==> config.mk <==
export PLATFORM = sky130hd
export DESIGN_NAME = fifo_prog
export DESIGN_NICKNAME = d
export VERILOG_FILES = /design/src/rtl/fifo_pkg.sv /design/src/rtl/fifo_mem.sv /design/src/rtl/fifo_prog.sv
export SDC_FILE = /design/constraint.sdc
export NUM_CORES = 1
export LEC_CHECK = 0
export BUFFER_PORTS_ARGS = -buffer_cell sky130_fd_sc_hd__buf_2
export CAP_MARGIN = 20
export CORE_MARGIN = 5
export CORE_UTILIZATION = 50
export CTS_BUF_LIST = sky130_fd_sc_hd__clkbuf_2
export DETAILED_ROUTE_END_ITERATION = 10
export PLACE_DENSITY = 0.75
export SYNTH_ARGS = -nofsm -noshare
export SYNTH_HDL_FRONTEND = slang
export SYNTH_SLANG_ARGS = --single-unit
==> constraint.sdc <==
create_clock -name clk -period 7.6 [get_ports clk]
set_clock_uncertainty 0.1 [all_clocks]
set_input_delay 1.14 -clock clk [delete_from_list [all_inputs] [get_ports clk]]
set_output_delay 1.14 -clock clk [all_outputs]
set_load 0.005 [all_outputs]
==> src/rtl/fifo_pkg.sv <==
// ---------------------------------------------------------------------------
// fifo_pkg
//   Shared definitions for the programmable FIFO slice:
//     - clog2_safe : address width helper that never returns 0
//     - cnt_width  : width of an occupancy counter able to hold 0..depth
//     - rd_mode_e  : standard vs first-word-fall-through read mode
// ---------------------------------------------------------------------------
package fifo_pkg;

  typedef enum logic {
    RD_STANDARD = 1'b0,
    RD_FWFT     = 1'b1
  } rd_mode_e;

  // A one-entry address space still needs a 1-bit address.
  function automatic int clog2_safe(input int n);
    return ($clog2(n) < 1) ? 1 : $clog2(n);
  endfunction

  // The counter must represent DEPTH itself, hence depth+1 values.
  function automatic int cnt_width(input int depth);
    return clog2_safe(depth + 1);
  endfunction

endpackage

==> src/rtl/fifo_mem.sv <==
// ---------------------------------------------------------------------------
// fifo_mem
//   WIDTH x DEPTH register array with one synchronous write port and one
//   asynchronous read port. Contents are deliberately not reset.
// Ports:
//   clk      in  rising-edge clock
//   wr_en    in  write strobe (already qualified by the caller)
//   wr_addr  in  write address
//   wr_data  in  write data
//   rd_addr  in  read address
//   rd_data  out combinational read data
// ---------------------------------------------------------------------------
module fifo_mem
  import fifo_pkg::*;
#(
  parameter int WIDTH = 8,
  parameter int DEPTH = 8,
  parameter int AW    = clog2_safe(DEPTH)
) (
  input  logic             clk,
  input  logic             wr_en,
  input  logic [AW-1:0]    wr_addr,
  input  logic [WIDTH-1:0] wr_data,
  input  logic [AW-1:0]    rd_addr,
  output logic [WIDTH-1:0] rd_data
);

  logic [WIDTH-1:0] mem_q [DEPTH];

  always_ff @(posedge clk) begin
    if (wr_en) begin
      mem_q[wr_addr] <= wr_data;
    end
  end

  assign rd_data = mem_q[rd_addr];

endmodule

==> src/rtl/fifo_prog.sv <==
// ---------------------------------------------------------------------------
// fifo_prog
//   Parametrised single-clock FIFO, any DEPTH >= 2, with occupancy count,
//   programmable almost-full/almost-empty flags, sticky overflow/underflow,
//   synchronous flush and selectable standard / FWFT read mode.
// Ports:
//   clk, rst_n        clock, async active-low reset
//   clr               synchronous flush (beats any wr_en/rd_en that cycle)
//   wr_en, wr_data    write request and data
//   rd_en             read request (FWFT: pop the head)
//   rd_data           read data
//   full, empty       count == DEPTH / count == 0
//   almost_full       count >= AF_THRESH
//   almost_empty      count <= AE_THRESH
//   count             occupancy
//   overflow          sticky: write attempted while full
//   underflow         sticky: read attempted while empty
// ---------------------------------------------------------------------------
module fifo_prog
  import fifo_pkg::*;
#(
  parameter int WIDTH     = 8,
  parameter int DEPTH     = 8,
  parameter int AF_THRESH = 6,
  parameter int AE_THRESH = 2,
  parameter int FWFT      = 0
) (
  input  logic                       clk,
  input  logic                       rst_n,
  input  logic                       clr,
  input  logic                       wr_en,
  input  logic [WIDTH-1:0]           wr_data,
  input  logic                       rd_en,
  output logic [WIDTH-1:0]           rd_data,
  output logic                       full,
  output logic                       empty,
  output logic                       almost_full,
  output logic                       almost_empty,
  output logic [$clog2(DEPTH+1)-1:0] count,
  output logic                       overflow,
  output logic                       underflow
);

  localparam int AW    = clog2_safe(DEPTH);
  localparam int CNT_W = $clog2(DEPTH + 1);
  localparam rd_mode_e MODE = (FWFT != 0) ? RD_FWFT : RD_STANDARD;

  typedef logic [CNT_W-1:0] cnt_t;
  typedef logic [AW-1:0]    ptr_t;

  localparam ptr_t LAST_PTR = ptr_t'(DEPTH - 1);

  // Elaboration-time parameter checks.
  if (DEPTH < 2) begin : g_chk_depth
    $error("fifo_prog: DEPTH must be >= 2");
  end
  if (AF_THRESH < 1 || AF_THRESH > DEPTH) begin : g_chk_af
    $error("fifo_prog: AF_THRESH must be in 1..DEPTH");
  end
  if (AE_THRESH < 0 || AE_THRESH >= DEPTH) begin : g_chk_ae
    $error("fifo_prog: AE_THRESH must be in 0..DEPTH-1");
  end
  if (FWFT != 0 && FWFT != 1) begin : g_chk_fwft
    $error("fifo_prog: FWFT must be 0 or 1");
  end

  ptr_t wr_ptr_q, wr_ptr_d;
  ptr_t rd_ptr_q, rd_ptr_d;
  cnt_t count_q,  count_d;
  logic overflow_q,  overflow_d;
  logic underflow_q, underflow_d;

  logic             wr_acc;
  logic             rd_acc;
  logic [WIDTH-1:0] mem_rd_data;

  // Flags derive from the registered count so they work for any DEPTH.
  assign full         = (count_q == cnt_t'(DEPTH));
  assign empty        = (count_q == '0);
  assign almost_full  = (count_q >= cnt_t'(AF_THRESH));
  assign almost_empty = (count_q <= cnt_t'(AE_THRESH));
  assign count        = count_q;
  assign overflow     = overflow_q;
  assign underflow    = underflow_q;

  // Full blocks writes even with a simultaneous read: no write-through.
  assign wr_acc = wr_en & ~full  & ~clr;
  assign rd_acc = rd_en & ~empty & ~clr;

  always_comb begin
    wr_ptr_d    = wr_ptr_q;
    rd_ptr_d    = rd_ptr_q;
    count_d     = count_q;
    overflow_d  = overflow_q | (wr_en & full);
    underflow_d = underflow_q | (rd_en & empty);

    if (wr_acc) begin
      wr_ptr_d = (wr_ptr_q == LAST_PTR) ? '0 : wr_ptr_q + ptr_t'(1);
    end
    if (rd_acc) begin
      rd_ptr_d = (rd_ptr_q == LAST_PTR) ? '0 : rd_ptr_q + ptr_t'(1);
    end

    case ({wr_acc, rd_acc})
      2'b10:   count_d = count_q + cnt_t'(1);
      2'b01:   count_d = count_q - cnt_t'(1);
      default: count_d = count_q;
    endcase

    if (clr) begin
      wr_ptr_d    = '0;
      rd_ptr_d    = '0;
      count_d     = '0;
      overflow_d  = 1'b0;
      underflow_d = 1'b0;
    end
  end

  always_ff @(posedge clk or negedge rst_n) begin
    if (!rst_n) begin
      wr_ptr_q    <= '0;
      rd_ptr_q    <= '0;
      count_q     <= '0;
      overflow_q  <= 1'b0;
      underflow_q <= 1'b0;
    end else begin
      wr_ptr_q    <= wr_ptr_d;
      rd_ptr_q    <= rd_ptr_d;
      count_q     <= count_d;
      overflow_q  <= overflow_d;
      underflow_q <= underflow_d;
    end
  end

  fifo_mem #(
    .WIDTH (WIDTH),
    .DEPTH (DEPTH),
    .AW    (AW)
  ) u_mem (
    .clk     (clk),
    .wr_en   (wr_acc),
    .wr_addr (wr_ptr_q),
    .wr_data (wr_data),
    .rd_addr (rd_ptr_q),
    .rd_data (mem_rd_data)
  );

  if (MODE == RD_FWFT) begin : g_fwft
    // Head is presented directly; forced to 0 when empty so stale or
    // never-written memory is not exposed.
    assign rd_data = empty ? '0 : mem_rd_data;
  end else begin : g_std
    logic [WIDTH-1:0] rd_data_q, rd_data_d;

    // Captures the head only on an accepted read; holds across flush.
    always_comb begin
      rd_data_d = rd_data_q;
      if (rd_acc) begin
        rd_data_d = mem_rd_data;
      end
    end

    always_ff @(posedge clk or negedge rst_n) begin
      if (!rst_n) begin
        rd_data_q <= '0;
      end else begin
        rd_data_q <= rd_data_d;
      end
    end

    assign rd_data = rd_data_q;
  end

endmodule

# Word level (Yosys, flattened, before mapping)

Memories as Yosys holds them, arrays and structs flattened. A register that Yosys moved wholly into a read port is not among the register bits.
Index checks and enable logic that the tools add are counted.

Register bits after elaboration: 12
Bits in writable memories: 64
Bits of input ports: 13
Output and inout bits: 18
Word-level logic and storage cells: 45
Memories: 1

Add/sub/neg operators: 4
Order comparisons: 2
Equal/unequal tests: 5
Muxes and demuxes: 12
Bitwise gates (word level): 11
Reductions and logical operators: 5

Memory list:

| name        | words | width | rd ports | clocked after Yosys merged registers in | write ports | RTL line       | source |
|---|---|---|---|---|---|---|---|
| u_mem.mem_q | 8     | 8     | 1        | 1                                       | 1           | fifo_mem.sv:28 | `logic [WIDTH-1:0] mem_q [DEPTH];` |

Operators with widths:

| cell                                                              | number |
|---|---|
| two-way mux 3 bit                                                 | 6 |
| case mux 4 bit (2 select lines)                                   | 1 |
| adder 3 x 1 -> 3 bit, second input constant                       | 2 |
| AND 1 bit                                                         | 6 |
| equality test 3 bit, second input constant                        | 2 |
| adder 4 x 1 -> 4 bit, second input constant                       | 1 |
| equality test 4 bit, second input constant                        | 1 |
| greater-or-equal comparator 4 x 3 -> 1 bit, second input constant | 1 |
| less-or-equal comparator 4 x 2 -> 1 bit, second input constant    | 1 |
| zero test 4 bit                                                   | 1 |
| two-way mux 1 bit                                                 | 4 |
| two-way mux 4 bit                                                 | 1 |
| nonzero test 2 bit                                                | 2 |
| subtractor 4 x 1 -> 4 bit, second input constant                  | 1 |
| NOT 1 bit                                                         | 3 |
| nonzero test 3 bit                                                | 1 |
| equality test 2 x 1 -> 1 bit, second input constant               | 1 |
| equality test 2 bit, second input constant                        | 1 |
| OR 1 bit                                                          | 2 |
| zero test 1 bit                                                   | 1 |

# Longest topological paths before layout

Gate-level depths: netlist of run 1.

Depth after elaboration: 7
Mapped depth: 12
Gate-level depth less buffers: 9

# Cells and area by module

From an unflattened synthesis of run 1, not the netlist that was laid out.

Cell total of the unflattened synthesis: 204
Area total of the unflattened synthesis: 3661.0 sq um

Modules (own cells, without submodules):

| module    | times used | cells an instance | area each (sq um) | seq. area each (sq um) |
|---|---|---|---|---|
| fifo_mem  | 1          | 106               | 2531.2            | 1921.8 |
| fifo_prog | 1          | 98                | 1129.8            | 500.5 |

# Worst setup path before layout of run 1

Ideal clock, no wire load.

Kind: input port to flip-flop
Start point: in wr_en
End point: mem u_mem.mem_q[4][0], enable pin
Library setup time: 395 ps
Arrival: 2666 ps
Data required time: 7105 ps
Path slack: 4440 ps
Stages: 5
Path buffers: 2
Path through: buf_1 -> and2_4 -> buf_6 -> nand2_1 -> nor4_1

Cells in the longest elaborated chain, start to end: 4

Ends and longest elaborated chain:

| item                                    | RTL line        | source |
|---|---|---|
| start, declared                         | fifo_prog.sv:31 | `input logic wr_en,` |
| AND 1 bit (2 in a row)                  | fifo_prog.sv:87 | `assign wr_acc = wr_en & ~full & ~clr;` |
| two-way mux 1 bit                       | fifo_mem.sv:31  | `if (wr_en) begin` |
| two-way mux 1 bit (not written as such) | fifo_mem.sv:32  | `mem_q[wr_addr] <= wr_data;` |
| end, declared                           | fifo_mem.sv:28  |  |

No other way between the ends.

# Worst setup path in the final report of run 1

Start point: reg count_q[1] (netlist: count[1])
End point: out full

Cells in the longest elaborated chain, start to end: 1

Ends and longest elaborated chain:

| item                   | RTL line         | source |
|---|---|---|
| start, declared        | fifo_prog.sv:69  | `cnt_t count_q, count_d;` |
| start signal, assigned | fifo_prog.sv:129 | `count_q <= count_d;` |
| equality test 4 bit    | fifo_prog.sv:78  | `assign full = (count_q == cnt_t'(DEPTH));` |
| end, declared          | fifo_prog.sv:35  | `output logic full,` |

No other way between the ends.

==> results.json, run 1 <==
{
  "outcome": "finished clean",
  "fillCellCount": 541,
  "worst_hold_path_type": "in2async",
  "synth_mux_area_share_pct": 13.0,
  "path_max_fanout": 13,
  "synth.most_common_cell": "edfxtp_1",
  "start_util_pct": 51.7,
  "synth_common_cells": "edfxtp_1, nor2_1, dfrtp_1, a21oi_1, mux4_2",
  "grt_overflow": 0,
  "dieArea_mm2": 0.00889,
  "antenna_left": 0,
  "grt_pass1_wl_mm": 10.2,
  "synth-seq-area-share_pct": 68.2,
  "cp-end-kind": "primary output",
  "track_usage_pct": 15.9,
  "ys_warn_count": 0,
  "grt_max_degree": 21,
  "area_growth_pct": 10.8,
  "holdBufCountCts": 0,
  "synth_compound_area_share_pct": 5.70,
  "synth_top_area_share_pct": 54.1,
  "yosysUniqueCellTypes": 44,
  "netlist_area_mm2": 0.00355,
  "n_antenna_cell": 0,
  "worst_pin_slew_ns": 1.03,
  "die_y_um": 94.3,
  "maxCapViolCount": 0,
  "async_flop_share_pct": 23.8,
  "clk_path_buf_depth": 2,
  "place_congestion": 0.757,
  "tritoncts": "yes",
  "ys_ff_latch": 84,
  "synth_top_area_cell": "edfxtp_1",
  "viasPerCell": 5.48,
  "startpoint_type": "flip-flop",
  "slew_viol_final": 0,
  "p_leak_nw": 1.41,
  "finalSetupTns_ns": 0,
  "max_freq_ghz": 0.301,
  "avgSynthCellArea_um2": 16.4,
  "clockRootBuffer": "clkbuf_2",
  "syn-instance-count": 217,
  "hpwl_mm": 4.20,
  "crit_type": "reg2out",
  "synth_edf_count": 64,
  "setup_slack_ns": 4.28,
  "htreeDepth": 3,
  "nets": 270,
  "grt_pass1_vias": 1928,
  "rows": 30,
  "hold_viol": 0,
  "totalPowerFinal_mw": 1.16,
  "die_w_um": 94.3,
  "cp_data_arrival_time_ns": 2.08,
  "cts_buffers": 9,
  "min_period_over_period_pct": 43.7,
  "fin_util_pct": 57.3,
  "cp.required_ns": 6.36,
  "min_period_ns": 3.32,
  "slew_headroom_pct": 31.1,
  "port_buffers": 30,
  "core_area_mm2": 0.00687,
  "max-vdd-ir-drop_mv": 0.143,
  "wire_per_inst_um": 18.3,
  "post_cts_buffers": 0,
  "routed_wl_mm": 6.45,
  "synth_fa_ha_area_share_pct": 2.11,
  "first_pass_iters": 4,
  "pre_cts_slack_ns": 4.27,
  "grt_antenna_before_repair": 0,
  "synthXorXnorAreaFrac_pct": 1.37,
  "clock-sinks": 84,
  "synth_nets": 236,
  "num_vias": 1928,
  "clk_pin_slew_ns": 0.26,
  "ctsResizeCount": 0,
  "drc": 0,
  "p_per_area_mw_per_mm2": 294,
  "setup_viol": 0,
  "io_pins": 31,
  "synth_area_leaders": "edfxtp_1, dfrtp_1, mux4_2, mux2i_1, nor2_1",
  "yosys_most_used_dff": "edfxtp_1",
  "synth_top_family_by_area": "multiplexers",
  "dr.first_iter.drc_count": 176,
  "drive_gt1_share_pct": 30.5,
  "synth_simple_gate_area_share_pct": 7.22,
  "hold_ws_ns": 0.424,
  "clkLatencyLatePin_ns": 0.53,
  "rsz0062_at_grt": "no"
}
[report_power, final]
part	internal, mW	total (mW)	leakage, nW	switching (mW)
Combinational	0.196	0.355	0.526	0.159
Clock	0.0443	0.200	0.0563	0.156
Sequential	0.540	0.601	0.827	0.0609
Total	0.780	1.16	1.41	0.376
[state kept, by name (all words and copies together) (netlist names)]
register / cells
count: 4
overflow: 1
rd_data: 8
rd_ptr_q: 3
u_mem.mem_q: 64
underflow: 1
wr_ptr_q: 3
[critical path, stage by stage, from the launching register on]
cell	delay (ns)
dfrtp_1	0.57
or4b_1	0.73
inv_1	0.13
buf_2	0.12
[cells in the final DEF, fill, tap and decap left out, types with 3 or more instances in the layout]
cell / n
ha_1: 6
dfrtp_1: 20
o21ai_0: 4
clkbuf_2: 9
a21oi_1: 16
buf_4: 4
buf_2: 31
nand2_1: 9
mux2i_1: 9
nor3_1: 3
nor2_1: 22
inv_1: 3
edfxtp_1: 64
mux4_2: 16
[metrics by stage]
step / area (um2) / instances
6_report: 3940 / 352
3_3_place_gp: 3800 / 333
4_1_cts: 3920 / 350
5_1_grt: 3940 / 352
2_1_floorplan: 3550 / 217
3_5_place_dp: 3830 / 334
[layout make-up]
type | instances | area [um2] | share of cell area, %
Inverter | 3 | 11.3 | 0.286
Clock inverter | 7 | 50.0 | 1.27
Tap cell | 96 | 120 | 3.05
Timing Repair Buffer | 37 | 224 | 5.69
Sequential cell | 84 | 2420 | 61.5
Multi-Input combinational cell | 116 | 1060 | 27.0
Clock buffer | 9 | 45.0 | 1.14
[per-layer routing]
layer  up-vias  wire, um  GRT usage [%]
met5         -         0              0
met4         0       106           7.22
met3        10       183           2.88
met2        33      3170           24.6
met1       976      2990           22.1
li1        909         -              -
[path summary, 6_finish.rpt]
path,from,to,slack (ns),cells past startpoint
min,rst_n,underflow$_DFF_PN0_,0.42,1
max in group asynchronous,rst_n,rd_data[6]$_DFFE_PN0P_,6.58,1
max,count[1]$_DFFE_PN0P_,full,4.28,3
min in group clk,overflow$_DFF_PN0_,overflow$_DFF_PN0_,0.43,2
max reg2reg,count[1]$_DFFE_PN0P_,count[1]$_DFFE_PN0P_,4.56,7
min reg2reg,overflow$_DFF_PN0_,overflow$_DFF_PN0_,0.43,2
[kinds of logic after synthesis]
| logic type | after synthesis |
|---|---|
| flip-flops | 84 |
| AND/OR/NAND/NOR | 49 |
| AO/OA/AOI/OAI | 31 |
| multiplexers | 26 |
| buffers and inverters | 17 |
| adder cells (fa/ha/maj) | 6 |
| XOR/XNOR | 4 |
Power figures use the tool's default switching activity.
==> run 2: changes to the inputs <==
Settings changed: PLACE_DENSITY 0.75 to 0.77.
Clock period 7.6 ns to 2.9 ns, I/O delays scaled along.
==> run 2 against run 1 <==
Compared with the run above:
- non-clock buffer count up 13
- first-iteration DRC count down 22%
- cell area up 2.6%
- count of clock-buffer cells in the layout unchanged
- clock power rose to 2.7 times the previous value
- core utilization up 1.5 points
- critical path depth up 4
- via count up 2.6%
- sequential share of layout area down 1.6 points
- final cell count up 3.7%
- power rose to 2.7 times the previous value
- die area unchanged
==> results.json, run 2 (synthesis results as in run 1) <==
{
  "outcome": "finished clean",
  "grt_overflow": 0,
  "drc": 0,
  "nets": 283,
  "startpoint_type": "flip-flop",
  "cp_data_arrival_time_ns": 2.98,
  "place_congestion": 0.793,
  "grt_pass1_wl_mm": 10.5,
  "maxCapViolCount": 0,
  "wire_per_inst_um": 17.4,
  "totalPowerFinal_mw": 3.07,
  "min_period_over_period_pct": 90.8,
  "viasPerCell": 5.42,
  "switching_power_mw": 1.00,
  "slew_viol_final": 0,
  "fillCellCount": 549,
  "cts_buffers": 9,
  "clk_pin_slew_ns": 0.24,
  "grt_antenna_before_repair": 0,
  "clockRootBuffer": "clkbuf_2",
  "path_max_fanout": 6,
  "worst_pin_slew_ns": 0.889,
  "slew_headroom_pct": 40.5,
  "setup_viol": 0,
  "max_freq_ghz": 0.380,
  "hold_viol": 0,
  "track_usage_pct": 16.4,
  "finalSetupTns_ns": 0,
  "num_vias": 1979,
  "crit_type": "reg2reg",
  "routed_wl_mm": 6.36,
  "p_leak_nw": 1.47,
  "n_antenna_cell": 0,
  "antenna_left": 0,
  "p_sw_share_pct": 32.6,
  "p_per_area_mw_per_mm2": 760,
  "rows": 30,
  "start_util_pct": 51.7,
  "io_pins": 31,
  "max-vdd-ir-drop_mv": 0.355,
  "dieArea_mm2": 0.00889,
  "power_frac_seq_pct": 48.8,
  "dr.first_iter.drc_count": 138,
  "drive_gt1_share_pct": 32.0,
  "clock-sinks": 84,
  "die_y_um": 94.3,
  "final_cell_mix": "edfxtp_1, buf_2, nor2_1, dfrtp_1",
  "setup_slack_ns": 0.266,
  "clk_path_buf_depth": 2,
  "worst_hold_path_type": "in2reg",
  "cp.required_ns": 3.25,
  "die_w_um": 94.3,
  "tritoncts": "yes",
  "grt_max_degree": 21,
  "port_buffers": 30,
  "min_period_ns": 2.63,
  "hpwl_mm": 4.01,
  "pre_cts_slack_ns": 0.317,
  "largest_register": "u_mem.mem_q",
  "final_common_cell": "edfxtp_1",
  "hold_ws_ns": 0.0756,
  "area_growth_pct": 13.7,
  "first_pass_iters": 4,
  "cp-end-kind": "flip-flop",
  "htreeDepth": 3,
  "largest_reg_flops": 64,
  "comb_power_share_pct": 33.4,
  "clockPowerShare_pct": 17.8,
  "ctsResizeCount": 0,
  "core_area_mm2": 0.00687,
  "grt_pass1_vias": 1980,
  "p_int_mw": 2.07,
  "clkLatencyLatePin_ns": 0.52,
  "rsz0062_at_grt": "no"
}
-- run 2: cell count changes in the layout (fill, tap and decap cells not counted) --
cell	before	now
buf_4	4	13
dlygate4sd3_1	0	6
buf_16	1	0
buf_2	31	30
clkinv_1	1	0
clkinv_4	1	2
clkinvlp_4	2	1
inv_8	0	1
-- run 2: worst paths after layout --
kind	cells after the start	startpoint	slack (ns)	to
hold reg to reg	2	underflow$_DFF_PN0_	0.42	underflow$_DFF_PN0_
setup reg to reg	7	count[2]$_DFFE_PN0P_	0.27	count[1]$_DFFE_PN0P_
setup / recovery	7	count[2]$_DFFE_PN0P_	0.27	count[1]$_DFFE_PN0P_
max in group asynchronous	2	rst_n	2.06	rd_data[5]$_DFFE_PN0P_
min in group asynchronous	2	rst_n	0.27	rd_data[2]$_DFFE_PN0P_
hold / removal	1	wr_data[0]	0.08	u_mem.mem_q[4][0]$_DFFE_PP_
-- run 2: critical path, stage by stage (launching register included) --
cell      delay [ns]
dfrtp_1         0.43
or4b_1          0.54
and2_4          0.22
nor3_4          0.19
xnor2_1         0.09
ha_1            0.30
or3b_2          0.45
a311oi_1        0.25
-- run 2: power groups by stage --
stage                     combinational [mW]  clock [mW]  sequential (mW)
after floorplan                        0.713           0             1.52
final                                   1.03       0.545             1.50
after global routing                    1.14       0.630             1.52
after CTS                               1.03       0.572             1.50
after global placement                  1.00           0             1.52
after detailed placement                1.03           0             1.53
-- run 2: per-layer routing --
metal  global-route usage, %  part of all wire, %  vias up
li1                        -                    -      930
met1                    21.4                   44     1002
met2                    26.2                   50       39
met3                    3.85                  4.0        8
met4                    7.58                  1.6        0
met5                       0                    0        -
-- run 2: per-stage QoR --
| step | instances | area [um2] | utilization, % |
|---|---|---|---|
| 2_1_floorplan | 217 | 3550 | - |
| 3_3_place_gp | 341 | 3860 | 56.2 |
| 3_5_place_dp | 341 | 3860 | 56.2 |
| 4_1_cts | 362 | 4010 | 58.4 |
| 5_1_grt | 365 | 4040 | 58.8 |
| 6_report | 365 | 4040 | 58.8 |
-- run 2: area by class of cell --
class / instances / area (um2) / area share [%]
multi-input combinational: 116 / 1060 / 26.3
clock buffer: 9 / 45.0 / 1.11
timing repair buffer: 50 / 319 / 7.89
tap: 96 / 120 / 2.97
clock inverter: 7 / 58.8 / 1.46
sequential: 84 / 2420 / 59.9
inverter: 3 / 11.3 / 0.279
-- run 2: what timing repair did --
| action | 4_1_cts | 5_1_grt |
|---|---|---|
| endpoints found under the hold margin | 38 | 8 |
| setup buffers | 0 | 0 |
| hold buffers | 5 | 1 |
